**src/rtl/zap_cp15_responder_pkg.sv**
```systemverilog
// -----------------------------------------------------------------------------
// zap_cp15_responder_pkg
// Shared definitions for the CP15 responder:
//   - cp15_state_t   : responder FSM state
//   - C*_ localparams: CP15 primary register (CRn) indices
//   - field positions of the coprocessor instruction word
//   - CPU mode encodings and the mode-aware translate() function that maps an
//     architectural register number to a physical register-file index
// -----------------------------------------------------------------------------
package zap_cp15_responder_pkg;

    typedef enum logic [2:0] {
        ST_IDLE,
        ST_EXEC,
        ST_READ,
        ST_DONE,
        ST_ACK
    } cp15_state_t;

    // CRn indices
    localparam logic [3:0] C0_ID    = 4'd0;
    localparam logic [3:0] C1_CTRL  = 4'd1;
    localparam logic [3:0] C2_TTBR  = 4'd2;
    localparam logic [3:0] C3_DAC   = 4'd3;
    localparam logic [3:0] C7_CACHE = 4'd7;
    localparam logic [3:0] C8_TLB   = 4'd8;

    // Instruction word field positions
    localparam int unsigned OP_LSB    = 24;   // word[27:24]
    localparam int unsigned L_BIT     = 20;   // word[20]
    localparam int unsigned CRN_LSB   = 16;   // word[19:16]
    localparam int unsigned RD_LSB    = 12;   // word[15:12]
    localparam int unsigned CPNUM_LSB = 8;    // word[11:8]
    localparam int unsigned XFER_BIT  = 4;    // word[4]

    localparam logic [3:0] OP_COPRO_REG = 4'hE;
    localparam logic [3:0] CP15_NUM     = 4'hF;

    // CPU mode encodings
    localparam logic [4:0] MODE_USR = 5'h10;
    localparam logic [4:0] MODE_FIQ = 5'h11;
    localparam logic [4:0] MODE_IRQ = 5'h12;
    localparam logic [4:0] MODE_SVC = 5'h13;
    localparam logic [4:0] MODE_ABT = 5'h17;
    localparam logic [4:0] MODE_UND = 5'h1B;
    localparam logic [4:0] MODE_SYS = 5'h1F;

    // Physical layout: r0..r15 at 0..15, 16 reserved, FIQ r8..r14 at 17..23,
    // then r13/r14 pairs for IRQ (24), SVC (26), UND (28), ABT (30).
    function automatic logic [5:0] translate(input logic [3:0] rd, input logic [4:0] mode);
        logic [5:0] idx;
        idx = {2'b00, rd};
        case (mode)
            MODE_FIQ: if (rd >= 4'd8 && rd <= 4'd14) idx = {2'b00, rd} + 6'd9;
            MODE_IRQ: if (rd == 4'd13) idx = 6'd24; else if (rd == 4'd14) idx = 6'd25;
            MODE_SVC: if (rd == 4'd13) idx = 6'd26; else if (rd == 4'd14) idx = 6'd27;
            MODE_UND: if (rd == 4'd13) idx = 6'd28; else if (rd == 4'd14) idx = 6'd29;
            MODE_ABT: if (rd == 4'd13) idx = 6'd30; else if (rd == 4'd14) idx = 6'd31;
            default:  idx = {2'b00, rd};
        endcase
        return idx;
    endfunction

endpackage

```
**src/rtl/zap_cp15_responder_regbank.sv**
```systemverilog
// -----------------------------------------------------------------------------
// zap_cp15_regbank
// 16 x 32 CP15 register storage. c0 is hard-wired to CP15_ID and ignores
// writes; c1..c15 reset to zero.
// Ports:
//   i_clk, i_reset          : clock, asynchronous active-high reset
//   i_we, i_waddr, i_wdata  : synchronous write port
//   i_raddr, o_rdata        : combinational read port
//   o_ctrl, o_ttbr, o_dac   : direct taps of c1, c2, c3
// -----------------------------------------------------------------------------
module zap_cp15_regbank
    import zap_cp15_responder_pkg::*;
#(
    parameter logic [31:0] CP15_ID = 32'h4107_B360
) (
    input  logic        i_clk,
    input  logic        i_reset,
    input  logic        i_we,
    input  logic [3:0]  i_waddr,
    input  logic [31:0] i_wdata,
    input  logic [3:0]  i_raddr,
    output logic [31:0] o_rdata,
    output logic [31:0] o_ctrl,
    output logic [31:0] o_ttbr,
    output logic [31:0] o_dac
);

    logic [31:0] regs_q [15:1];

    always_ff @(posedge i_clk or posedge i_reset) begin
        if (i_reset) begin
            for (int unsigned i = 1; i < 16; i++) begin
                regs_q[4'(i)] <= '0;
            end
        end else if (i_we && i_waddr != C0_ID) begin
            regs_q[i_waddr] <= i_wdata;
        end
    end

    assign o_rdata = (i_raddr == C0_ID) ? CP15_ID : regs_q[i_raddr];
    assign o_ctrl  = regs_q[C1_CTRL];
    assign o_ttbr  = regs_q[C2_TTBR];
    assign o_dac   = regs_q[C3_DAC];

endmodule

```
**src/rtl/zap_cp15_responder.sv**
```systemverilog
// -----------------------------------------------------------------------------
// zap_cp15_responder
// CP15 side of the ZAP coprocessor interface. Executes MRC/MCR to p15 against
// a local register bank, moving data through one CPU register-file port, and
// pulses o_copro_done to release the CPU stall.
// Ports:
//   i_clk, i_reset          : clock, asynchronous active-high reset
//   i_cp_dav, i_cp_word     : request valid (held until done) and instruction
//   i_cpsr_mode             : CPU mode for register translation
//   o_reg_en/wr/index/wr_data, i_reg_rd_data : CPU register-file port
//   o_copro_done            : one-cycle completion pulse
//   o_ctrl, o_ttbr, o_dac   : c1, c2, c3 contents
//   o_cache_inv, o_tlb_inv  : one-cycle pulses on MCR to c7 / c8
//   o_undef                 : only with ZAP_CP15_UNDEF_TRAP_EN defined; pulses
//                             with done for unsupported words and MCR to c0
// -----------------------------------------------------------------------------
module zap_cp15_responder
    import zap_cp15_responder_pkg::*;
#(
    parameter int          PHY_REGS = 46,
    parameter logic [31:0] CP15_ID  = 32'h4107_B360
) (
    input  logic                        i_clk,
    input  logic                        i_reset,
    input  logic                        i_cp_dav,
    input  logic [31:0]                 i_cp_word,
    input  logic [4:0]                  i_cpsr_mode,
    output logic                        o_reg_en,
    output logic                        o_reg_wr,
    output logic [$clog2(PHY_REGS)-1:0] o_reg_index,
    output logic [31:0]                 o_reg_wr_data,
    input  logic [31:0]                 i_reg_rd_data,
    output logic                        o_copro_done,
`ifdef ZAP_CP15_UNDEF_TRAP_EN
    output logic                        o_undef,
`endif
    output logic [31:0]                 o_ctrl,
    output logic [31:0]                 o_ttbr,
    output logic [31:0]                 o_dac,
    output logic                        o_cache_inv,
    output logic                        o_tlb_inv
);

    localparam int unsigned IDX_W = $clog2(PHY_REGS);

    cp15_state_t state_q, state_d;
    logic [31:0] word_q, word_d;

    logic [3:0]  crn, rd, cpnum;
    logic        l_bit, supported;
    logic        bank_we;
    logic [31:0] bank_rdata;
    logic        unused_word_bits;

    assign crn       = word_q[CRN_LSB +: 4];
    assign rd        = word_q[RD_LSB +: 4];
    assign cpnum     = word_q[CPNUM_LSB +: 4];
    assign l_bit     = word_q[L_BIT];
    assign supported = (word_q[OP_LSB +: 4] == OP_COPRO_REG) && word_q[XFER_BIT] &&
                       (cpnum == CP15_NUM);

    assign unused_word_bits = ^{word_q[31:28], word_q[23:21], word_q[7:5], word_q[3:0]};

    zap_cp15_regbank #(
        .CP15_ID (CP15_ID)
    ) u_regbank (
        .i_clk   (i_clk),
        .i_reset (i_reset),
        .i_we    (bank_we),
        .i_waddr (crn),
        .i_wdata (i_reg_rd_data),
        .i_raddr (crn),
        .o_rdata (bank_rdata),
        .o_ctrl  (o_ctrl),
        .o_ttbr  (o_ttbr),
        .o_dac   (o_dac)
    );

    always_ff @(posedge i_clk or posedge i_reset) begin
        if (i_reset) begin
            state_q <= ST_IDLE;
            word_q  <= '0;
        end else begin
            state_q <= state_d;
            word_q  <= word_d;
        end
    end

    always_comb begin
        state_d       = state_q;
        word_d        = word_q;
        o_reg_en      = 1'b0;
        o_reg_wr      = 1'b0;
        o_reg_index   = '0;
        o_reg_wr_data = '0;
        o_copro_done  = 1'b0;
        o_cache_inv   = 1'b0;
        o_tlb_inv     = 1'b0;
        bank_we       = 1'b0;

        case (state_q)
            ST_IDLE: begin
                if (i_cp_dav) begin
                    state_d = ST_EXEC;
                    word_d  = i_cp_word;
                end
            end
            ST_EXEC: begin
                if (!i_cp_dav)                 state_d = ST_IDLE;
                else if (supported && !l_bit)  state_d = ST_READ;
                else                           state_d = ST_DONE;
                if (supported) begin
                    // Enable is gated by dav so a pipeline flush kills the access at once.
                    o_reg_en    = i_cp_dav && (!l_bit || rd != 4'd15);
                    o_reg_wr    = l_bit;
                    o_reg_index = IDX_W'(translate(rd, i_cpsr_mode));
                    if (l_bit) o_reg_wr_data = bank_rdata;
                end
            end
            ST_READ: begin
                if (!i_cp_dav) begin
                    state_d = ST_IDLE;
                end else begin
                    state_d     = ST_DONE;
                    bank_we     = 1'b1;
                    o_cache_inv = (crn == C7_CACHE);
                    o_tlb_inv   = (crn == C8_TLB);
                end
            end
            ST_DONE: begin
                o_copro_done = 1'b1;
                state_d      = ST_ACK;
            end
            ST_ACK: begin
                if (!i_cp_dav) state_d = ST_IDLE;
            end
            default: state_d = ST_IDLE;
        endcase
    end

`ifdef ZAP_CP15_UNDEF_TRAP_EN
    assign o_undef = (state_q == ST_DONE) && (!supported || (!l_bit && crn == C0_ID));
`endif

endmodule

```
**config.mk**
```make
export PLATFORM = sky130hd
export DESIGN_NAME = zap_cp15_responder
export DESIGN_NICKNAME = d
export VERILOG_FILES = /design/src/rtl/zap_cp15_responder_pkg.sv /design/src/rtl/zap_cp15_responder_regbank.sv /design/src/rtl/zap_cp15_responder.sv
export SDC_FILE = /design/constraint.sdc
export NUM_CORES = 1
export LEC_CHECK = 0
export CAP_MARGIN = 20
export CORE_MARGIN = 5
export CORE_UTILIZATION = 58
export DETAILED_ROUTE_END_ITERATION = 8
export PLACE_DENSITY = 0.8
export SYNTH_ARGS = -nofsm -noshare
export SYNTH_HDL_FRONTEND = slang
export SYNTH_SLANG_ARGS = --single-unit
```
**constraint.sdc**
```tcl
create_clock -name i_clk -period 22.7 [get_ports i_clk]
set_clock_uncertainty 0.1 [all_clocks]
set_input_delay 3.405 -clock i_clk [delete_from_list [all_inputs] [get_ports i_clk]]
set_output_delay 3.405 -clock i_clk [all_outputs]
set_load 0.01 [all_outputs]
```
==> results of run 1 <==
[worst paths after layout]
path / start / to / slack, ps / cells past startpoint
worst min-delay path: u_regbank.regs_q[174] / u_regbank.regs_q[174] / 390 / 1
worst max register to register: word_q[16] / u_regbank.o_ttbr[2] / 18200 / 6
min in group asynchronous: i_reset / u_regbank.regs_q[163] / 3280 / 2
worst min register to register: u_regbank.regs_q[174] / u_regbank.regs_q[174] / 390 / 1
max in group asynchronous: i_reset / u_regbank.regs_q[108] / 16860 / 4
worst max-delay path: i_cp_dav / o_tlb_inv / 13230 / 7
[kinds of logic (layout without fill, tap and decap cells)]
family          Yosys count  in the layout
simple gates            125            125
mux                     638            638
compound gates          100            100
buf+inv                 235            326
other cells               1              1
flops                   501            501
xor+xnor                  2              2
fa+ha+maj                 4              4
[worst max-delay path, delay by kind of cell]
family                 cells  cell delay [ps]
buffers and inverters      4             1590
and+or+nand+nor            3              960
[layer usage]
layer,global-route usage [%],wire length [um]
met5,0,11
met4,7.46,1330
met3,4.06,3150
met2,40.8,27300
met1,35.4,23900
[where the power goes]
group | internal, W | leakage [nW] | switching (W)
Combinational | 0.000678 | 5.00 | 0.000479
Clock | 0.000558 | 0.903 | 0.000348
Sequential | 0.00126 | 6.81 | 0.000259
[placed cells by master (no fill, tap or decap), types with 11 or more instances in the layout]
master           Yosys  layout
mux2_2             494     494
clkdlybuf4s50_1      0     195
a221oi_1            21      21
nor2_1              30      30
clkbuf_16            0      53
dfrtp_1            501     499
mux4_2              96      96
clkbuf_8             0      20
nand2_1             48      37
a22oi_1             12      12
mux2i_1             27      27
nand2_2              0      11
a31oi_1             13      13
a2111oi_0           15      15
mux2_1              21      21
o211ai_1            13      13
buf_4              122      24
[metrics by stage]
step	setup slack, ps	std cells	total power [W]	hold WS (ps)
after floorplan	5210	1606	0.00238	353
after global placement	13340	2129	0.00262	367
after detailed placement	13340	2131	0.00269	379
after CTS	13320	2224	0.00361	393
after global routing	13180	2229	0.00377	408
final	13230	2229	0.00359	391
[cell type report]
cell class | count | area, um^2 | share of cell area (%)
sequential | 501 | 12500 | 46.3
multi-input combinational | 870 | 9730 | 35.9
timing repair buffer | 226 | 2290 | 8.44
clock buffer | 81 | 1630 | 6.02
tap | 532 | 666 | 2.45
clock inverter | 12 | 218 | 0.803
inverter | 7 | 33.8 | 0.125
[flip-flops by register name (all words and copies together), names as in the netlist]
signal,flops
state_q,3
u_regbank.o_ctrl,32
u_regbank.o_dac,32
u_regbank.regs_q,384
word_q,18
u_regbank.o_ttbr,32
==> results.cfg, run 1 <==
[status]
status = finished, final reports clean

[detailed_routing]
via_count = 13900
viasPerCell = 6.24
drc = 0
ant_nets = 0
routedWlPerCell_um = 24.9
dr.first_iter.drc_count = 1009
first_pass_iters = 5
routed_wl_um = 55600

[synth]
seq_area_frac_synth_pct = 53.1
synthXorXnorAreaFrac_pct = 0.0741
synth_cells = 1606
synth_area_leaders = dfrtp_1 (53%), mux2_2 (24%), mux4_2 (9.2%)
synth_commonest_cells = dfrtp_1 (501), mux2_2 (494), buf_4 (122)
ys.flop_type = dfrtp_1
synthDistinctLibCells = 51
synthMuxAreaShare_pct = 34.8
synth_top_area_share_pct = 53.1
syn_avg_cell_area_um2 = 14.7
ys_seq_elements = 501
yosys_warnings = 0
synth_compound_area_share_pct = 3.21
synthAdderAreaFrac_pct = 0.201
synth_top_family_by_area = multiplexers
synth-edff-count = 0
async_flop_share_pct = 100
synthesis.area_um2 = 23600
synth_nets = 1681
synth_area_leader_cell = dfrtp_1
synth.most_common_cell = dfrtp_1
synth-simple-area-share_pct = 2.67

[clock_tree]
clock_latency_ps = 580
cts-buffers-inserted = 50
htreeDepth = 2
cts_setup_buffers = 0
cts_hold_buf = 0
cts.clk_slew.worst_paths_ps = 60
ctsResizeCount = 0
cts_tree = built
cts.sink_count = 501
cts_buffer_depth = 3
root_buffer = clkbuf_16

[finish]
drive_gt1_share_pct = 43.2
post-route-cell-area_um2 = 27100
final_core_utilization_pct = 66.9
fillCellCount = 2758
antenna_cells = 0
syn2layout_area_growth_pct = 14.8
nNetsFinal = 1731

[timing]
setup_tns_ps = 0
hold_violations = 0
setup_viol = 0
fin_crit_ps = 9470
max_freq_ghz = 0.106
rsz0062_at_grt = no
tightest_slew_ps = 1170
slew-limit-headroom_pct = 22.0
fin_crit_sh_pct = 41.7
drv_slew = 0

[floorplan]
ioPinCount = 211
core-area_um2 = 40600
die_y_um = 212
core.rowCount = 74
die_area_um2 = 44900
die_w_um = 212
initial_core_util_pct = 58.3

[global_route]
antenna_found_initial = 1
grt_pass1_wl_um = 87500
grtUsageTotal_pct = 25.1
grt_pass1_vias = 14900
grt-ovfl-total = 0
grt_max_degree = 134

[critical_path]
start_kind = input pin
crit_chain = clkdlybuf4s50_1, nand4bb_1, nor3_2, nand2_2, buf_4, inv_1, clkdlybuf4s50_1
cp.required_ps = 19190
criticalPathCategory = in -> out
end_kind = output pin
max_stage_delay_ps = 560
slowest_stage = clkdlybuf4s50_1
critical_path_arrival_ps = 5960
worst-path-max-fanout = 33
crit_top_cell = clkdlybuf4s50_1

[place]
gp_congestion = 0.862
dpl_cell_area_um2 = 25200
place.port_buffers = 195
dp_hpwl_um = 32500

[hold_path]
worstHoldPathType = reg -> reg

[power_and_ir_drop]
power_density_nw_per_um2 = 132
ir_drop_mv = 0.0676
p_leak_nw = 12.7

[job]
max_cap_viol_count = 0
No activity file was read; power rests on OpenSTA's default activity.
==> run 2, diff against run 1 <==
==> constraint.sdc (replaced) <==
create_clock -name i_clk -period 9.2 [get_ports i_clk]
set_clock_uncertainty 0.1 [all_clocks]
set_input_delay 1.38 -clock i_clk [delete_from_list [all_inputs] [get_ports i_clk]]
set_output_delay 1.38 -clock i_clk [all_outputs]
set_load 0.01 [all_outputs]
==> run 2 against run 1 <==
- worst setup slack got worse by 9600 ps
- sequential power grew 140%
- critical path depth down 2
- sequential share of layout area is 0.062 points higher
- largest power group unchanged
- register-to-register slack got worse by 13000 ps
==> results.cfg, run 2 (synthesis results as in run 1) <==
[status]
status = finished, final reports clean

[finish]
drive_gt1_share_pct = 43.3
multi_input_area_um2 = 9730
top_register = u_regbank.regs_q
nNetsFinal = 1732
antenna_cells = 0
largest_reg_flops = 384
fillCellCount = 2803
syn2layout_area_growth_pct = 14.6
seq_area_um2 = 12500
final_common_cell = dfrtp_1
final_cell_mix = dfrtp_1 (499), mux2_2 (494), clkdlybuf4s50_1 (195)

[detailed_routing]
routed_wl_um = 56600
viasPerCell = 6.27
first_pass_iters = 5
ant_nets = 0
drc = 0
routedWlPerCell_um = 25.3
via_count = 14000
dr.first_iter.drc_count = 1329

[timing]
rsz0062_at_grt = no
setup_viol = 0
max_freq_ghz = 0.180
drv_slew = 0
fin_crit_ps = 5570
fin_crit_sh_pct = 60.5
hold_violations = 0
slew-limit-headroom_pct = 22.1
setup_tns_ps = 0
tightest_slew_ps = 1160

[global_route]
grt-ovfl-total = 0
grt_pass1_wl_um = 89400
grt_max_degree = 193
grt_pass1_vias = 15200
grtUsageTotal_pct = 25.5
antenna_found_initial = 4

[floorplan]
die_area_um2 = 44900
initial_core_util_pct = 58.3
ioPinCount = 211
core-area_um2 = 40600
die_w_um = 212
die_y_um = 212
core.rowCount = 74

[clock_tree]
cts.sink_count = 501
ctsResizeCount = 0
cts_setup_buffers = 0
htreeDepth = 2
cts-buffers-inserted = 52
root_buffer = clkbuf_16
cts_buffer_depth = 3
cts_hold_buf = 0
cts.clk_slew.worst_paths_ps = 60
cts_tree = built
clock_latency_ps = 590

[power_and_ir_drop]
netSwitchingPower_w = 0.00270
ir_drop_mv = 0.184
power_density_nw_per_um2 = 327
p_seq_share_pct = 41.9
swShare_pct = 30.5
p_leak_nw = 12.7
share_comb_of_total_power_pct = 33.0
intPower_w = 0.00615
p_clk_share_pct = 25.0
power_w = 0.00885

[place]
dp_hpwl_um = 33000
gp_congestion = 0.862
place.port_buffers = 195

[critical_path]
crit_path_end = o_reg_wr_data[22]
end_kind = output pin
start_kind = flip-flop
r2r.worst_path.cells = 5
r2r_end = u_regbank.regs_q[447]
criticalPathCategory = reg -> out
r2r-start = word_q[17]
critical_path_arrival_ps = 4090
worst-path-max-fanout = 61
r2r_slack_ps = 4760
critPathLaunch = word_q[17]
cp.required_ps = 7720

[job]
max_cap_viol_count = 0

[hold_path]
worstHoldPathType = reg -> reg
## run 2: area by class of cell
type	count	share of cell area [%]
well taps	532	2.46
clock buffers	81	6.03
clock inverters	15	0.739
inverters	7	0.111
multi-input cells	870	35.9
repair buffers	225	8.39
flip-flops and latches	501	46.3
## run 2: worst max-delay path, stage by stage, from the launching register on
cell and delay (ps):
dfrtp_4 690, buf_4 850, mux4_2 360, mux2i_1 90
a2111oi_0 800, clkdlybuf4s50_1 690
## run 2: metrics by stage
| step | cells | hold WS, ps | worst slack, ps | util (%) | area [um^2] |
|---|---|---|---|---|---|
| 2_1_floorplan | 1606 | 353 | 922 | - | 23600 |
| 3_3_place_gp | 2130 | 362 | 4090 | 62.0 | 25100 |
| 3_5_place_dp | 2132 | 379 | 4010 | 62.1 | 25200 |
| 4_1_cts | 2228 | 392 | 3640 | 66.6 | 27000 |
| 5_1_grt | 2231 | 413 | 3510 | 66.8 | 27100 |
| 6_report | 2231 | 393 | 3630 | 66.8 | 27100 |
## run 2: worst min path at each step
stage / end / cells after the start / slack [ps] / startpoint
after global routing: u_regbank.regs_q[451] / 1 / 410 / u_regbank.regs_q[451]
after global placement: u_regbank.regs_q[479] / 1 / 360 / u_regbank.regs_q[479]
final: u_regbank.regs_q[165] / 1 / 390 / u_regbank.regs_q[165]
after detailed placement: u_regbank.regs_q[165] / 1 / 380 / u_regbank.regs_q[165]
after floorplan: u_regbank.regs_q[479] / 1 / 350 / u_regbank.regs_q[479]
after CTS: u_regbank.regs_q[165] / 1 / 390 / u_regbank.regs_q[165]
## run 2: metal layers
| layer | track usage, % | share of wire [%] | vias up |
|---|---|---|---|
| met4 | 6.22 | 2.4 | 4 |
| met5 | 0 | 0.046 | - |
| li1 | - | - | 5928 |
| met3 | 4.68 | 5.5 | 106 |
| met1 | 36.2 | 43 | 7546 |
| met2 | 41.7 | 49 | 395 |
## run 2: power groups by stage
| stage | clock network, W | registers (W) | logic, W |
|---|---|---|---|
| 4_1_cts | 0.00224 | 0.00370 | 0.00295 |
| 5_1_grt | 0.00234 | 0.00382 | 0.00314 |
| 3_5_place_dp | 0 | 0.00373 | 0.00292 |
| 2_1_floorplan | 0 | 0.00349 | 0.00238 |
| 3_3_place_gp | 0 | 0.00364 | 0.00284 |
| 6_report | 0.00222 | 0.00371 | 0.00293 |
==> run 3, diff against run 2 <==
--- a/config.mk
+++ b/config.mk
@@ -7,9 +7,9 @@
 export LEC_CHECK = 0
 export CAP_MARGIN = 20
 export CORE_MARGIN = 5
-export CORE_UTILIZATION = 58
+export CORE_UTILIZATION = 52
 export DETAILED_ROUTE_END_ITERATION = 8
-export PLACE_DENSITY = 0.8
+export PLACE_DENSITY = 0.76
 export SYNTH_ARGS = -nofsm -noshare
 export SYNTH_HDL_FRONTEND = slang
 export SYNTH_SLANG_ARGS = --single-unit
==> constraint.sdc (replaced) <==
create_clock -name i_clk -period 4.6 [get_ports i_clk]
set_clock_uncertainty 0.1 [all_clocks]
set_input_delay 0.69 -clock i_clk [delete_from_list [all_inputs] [get_ports i_clk]]
set_output_delay 0.69 -clock i_clk [all_outputs]
set_load 0.01 [all_outputs]
==> run 3 against run 2 <==
- design area increased by 1.0%
- worst setup slack got worse by 3300 ps
- register-to-register slack worse by 3600 ps
==> results.cfg, run 3 (synthesis results as in run 1) <==
[clock_tree]
cts_buffer_depth = 3
ctsResizeCount = 0
root_buffer = clkbuf_16
cts-buffers-inserted = 52
cts_hold_buf = 0
cts_tree = built
clock_latency_ps = 580
cts.sink_count = 501
cts.clk_slew.worst_paths_ps = 60
cts_setup_buffers = 0
htreeDepth = 2

[floorplan]
die_y_um = 223
die_area_um2 = 49800
ioPinCount = 211
initial_core_util_pct = 52.3
core.rowCount = 78
die_w_um = 223
core-area_um2 = 45200

[place]
place_ws_ps = 819
place_inst = 2234
dp_hpwl_um = 35800
dpl_cell_area_um2 = 25600
gp_congestion = 0.809
place.port_buffers = 195

[critical_path]
end_kind = output pin
r2r.worst_path.cells = 6
start_kind = flip-flop
r2r_slack_ps = 1140
worst-path-max-fanout = 14
r2r_end = u_regbank.regs_q[300]
cp.required_ps = 3810
criticalPathCategory = reg -> out
critical_path_arrival_ps = 3450
r2r-start = word_q[17]

[finish]
final_common_cell = dfrtp_1
largest_reg_flops = 384
syn2layout_area_growth_pct = 15.8
nNetsFinal = 1763
final_cell_count_no_fill = 2323
post-route-cell-area_um2 = 27400
top_register = u_regbank.regs_q
final_core_utilization_pct = 60.5
drive_gt1_share_pct = 43.8
final_cell_mix = dfrtp_1 (499), mux2_2 (494), clkdlybuf4s50_1 (195)

[status]
status = finished, final reports clean

[global_route]
grt-ovfl-total = 0
antenna_found_initial = 1
grt_pass1_wl_um = 89900
grtUsageTotal_pct = 22.8
grt_pass1_vias = 15200
grt_max_degree = 148

[job]
max_cap_viol_count = 0

[detailed_routing]
viasPerCell = 5.98
routed_wl_um = 56500
routedWlPerCell_um = 24.3
drc = 0
dr.first_iter.drc_count = 995
ant_nets = 0
first_pass_iters = 5
via_count = 13900

[power_and_ir_drop]
power_density_nw_per_um2 = 646
ir_drop_mv = 0.314
p_leak_nw = 12.8

[hold_path]
hold_depth = 1
worstHoldPathType = reg -> reg
hp-start = u_regbank.regs_q[447]
min_to = u_regbank.regs_q[447]

[timing]
hold_ws_ps = 388
hold_violations = 0
worst_slack_ps = 359
fin_crit_ps = 4240
drv_slew = 0
slew-limit-headroom_pct = 38.8
rsz0062_at_grt = no
setup_viol = 0
tightest_slew_ps = 918
fin_crit_sh_pct = 92.2
max_freq_ghz = 0.236
## run 3: worst max-delay path: stages (launching register included)
cell	delay (ps)
dfrtp_1	360
buf_4	240
nand2b_1	690
buf_4	290
nor2_1	60
nor4_1	560
clkdlybuf4s50_1	660
## run 3: how the worst max path moves through the flow
stage	startpoint	to	slack [ps]	cells past startpoint
detailed placement	i_cpsr_mode[0]	o_reg_index[0]	820	6
CTS	word_q[16]	o_reg_wr_data[28]	280	5
finish	word_q[19]	o_reg_wr_data[2]	360	6
global placement	i_cpsr_mode[0]	o_reg_index[0]	860	6
floorplan	i_reset	state_q[0]	-2990	1
global route	word_q[16]	o_reg_wr_data[28]	70	5
## run 3: final cells by class
class	count	area, um^2
diodes	1	2.50
clock inverters	10	200
inverters	7	30.0
well taps	600	751
fillers	3371	17800
multi-input cells	870	9730
clock buffers	78	1550
repair buffers	256	2550
flip-flops and latches	501	12500
## run 3: report_power, final
| group | switching (W) | internal, W |
|---|---|---|
| clock | 0.00168 | 0.00264 |
| combinational | 0.00249 | 0.00347 |
| sequential | 0.00115 | 0.00624 |
| total | 0.00532 | 0.0124 |
## run 3: through the flow
stage / TNS (ps) / total power (W)
finish: 0 / 0.0177
global route: 0 / 0.0186
CTS: 0 / 0.0178
detailed placement: 0 / 0.0134
global placement: 0 / 0.0131
floorplan: -1497220 / 0.0117
## run 3: layer usage
metal	vias up	wire length [um]	track usage [%]
met2	362	27400	36.4
li1	6001	-	-
met1	7434	24600	32.3
met3	102	3180	4.43
met5	-	66	0.880
met4	2	1370	6.56
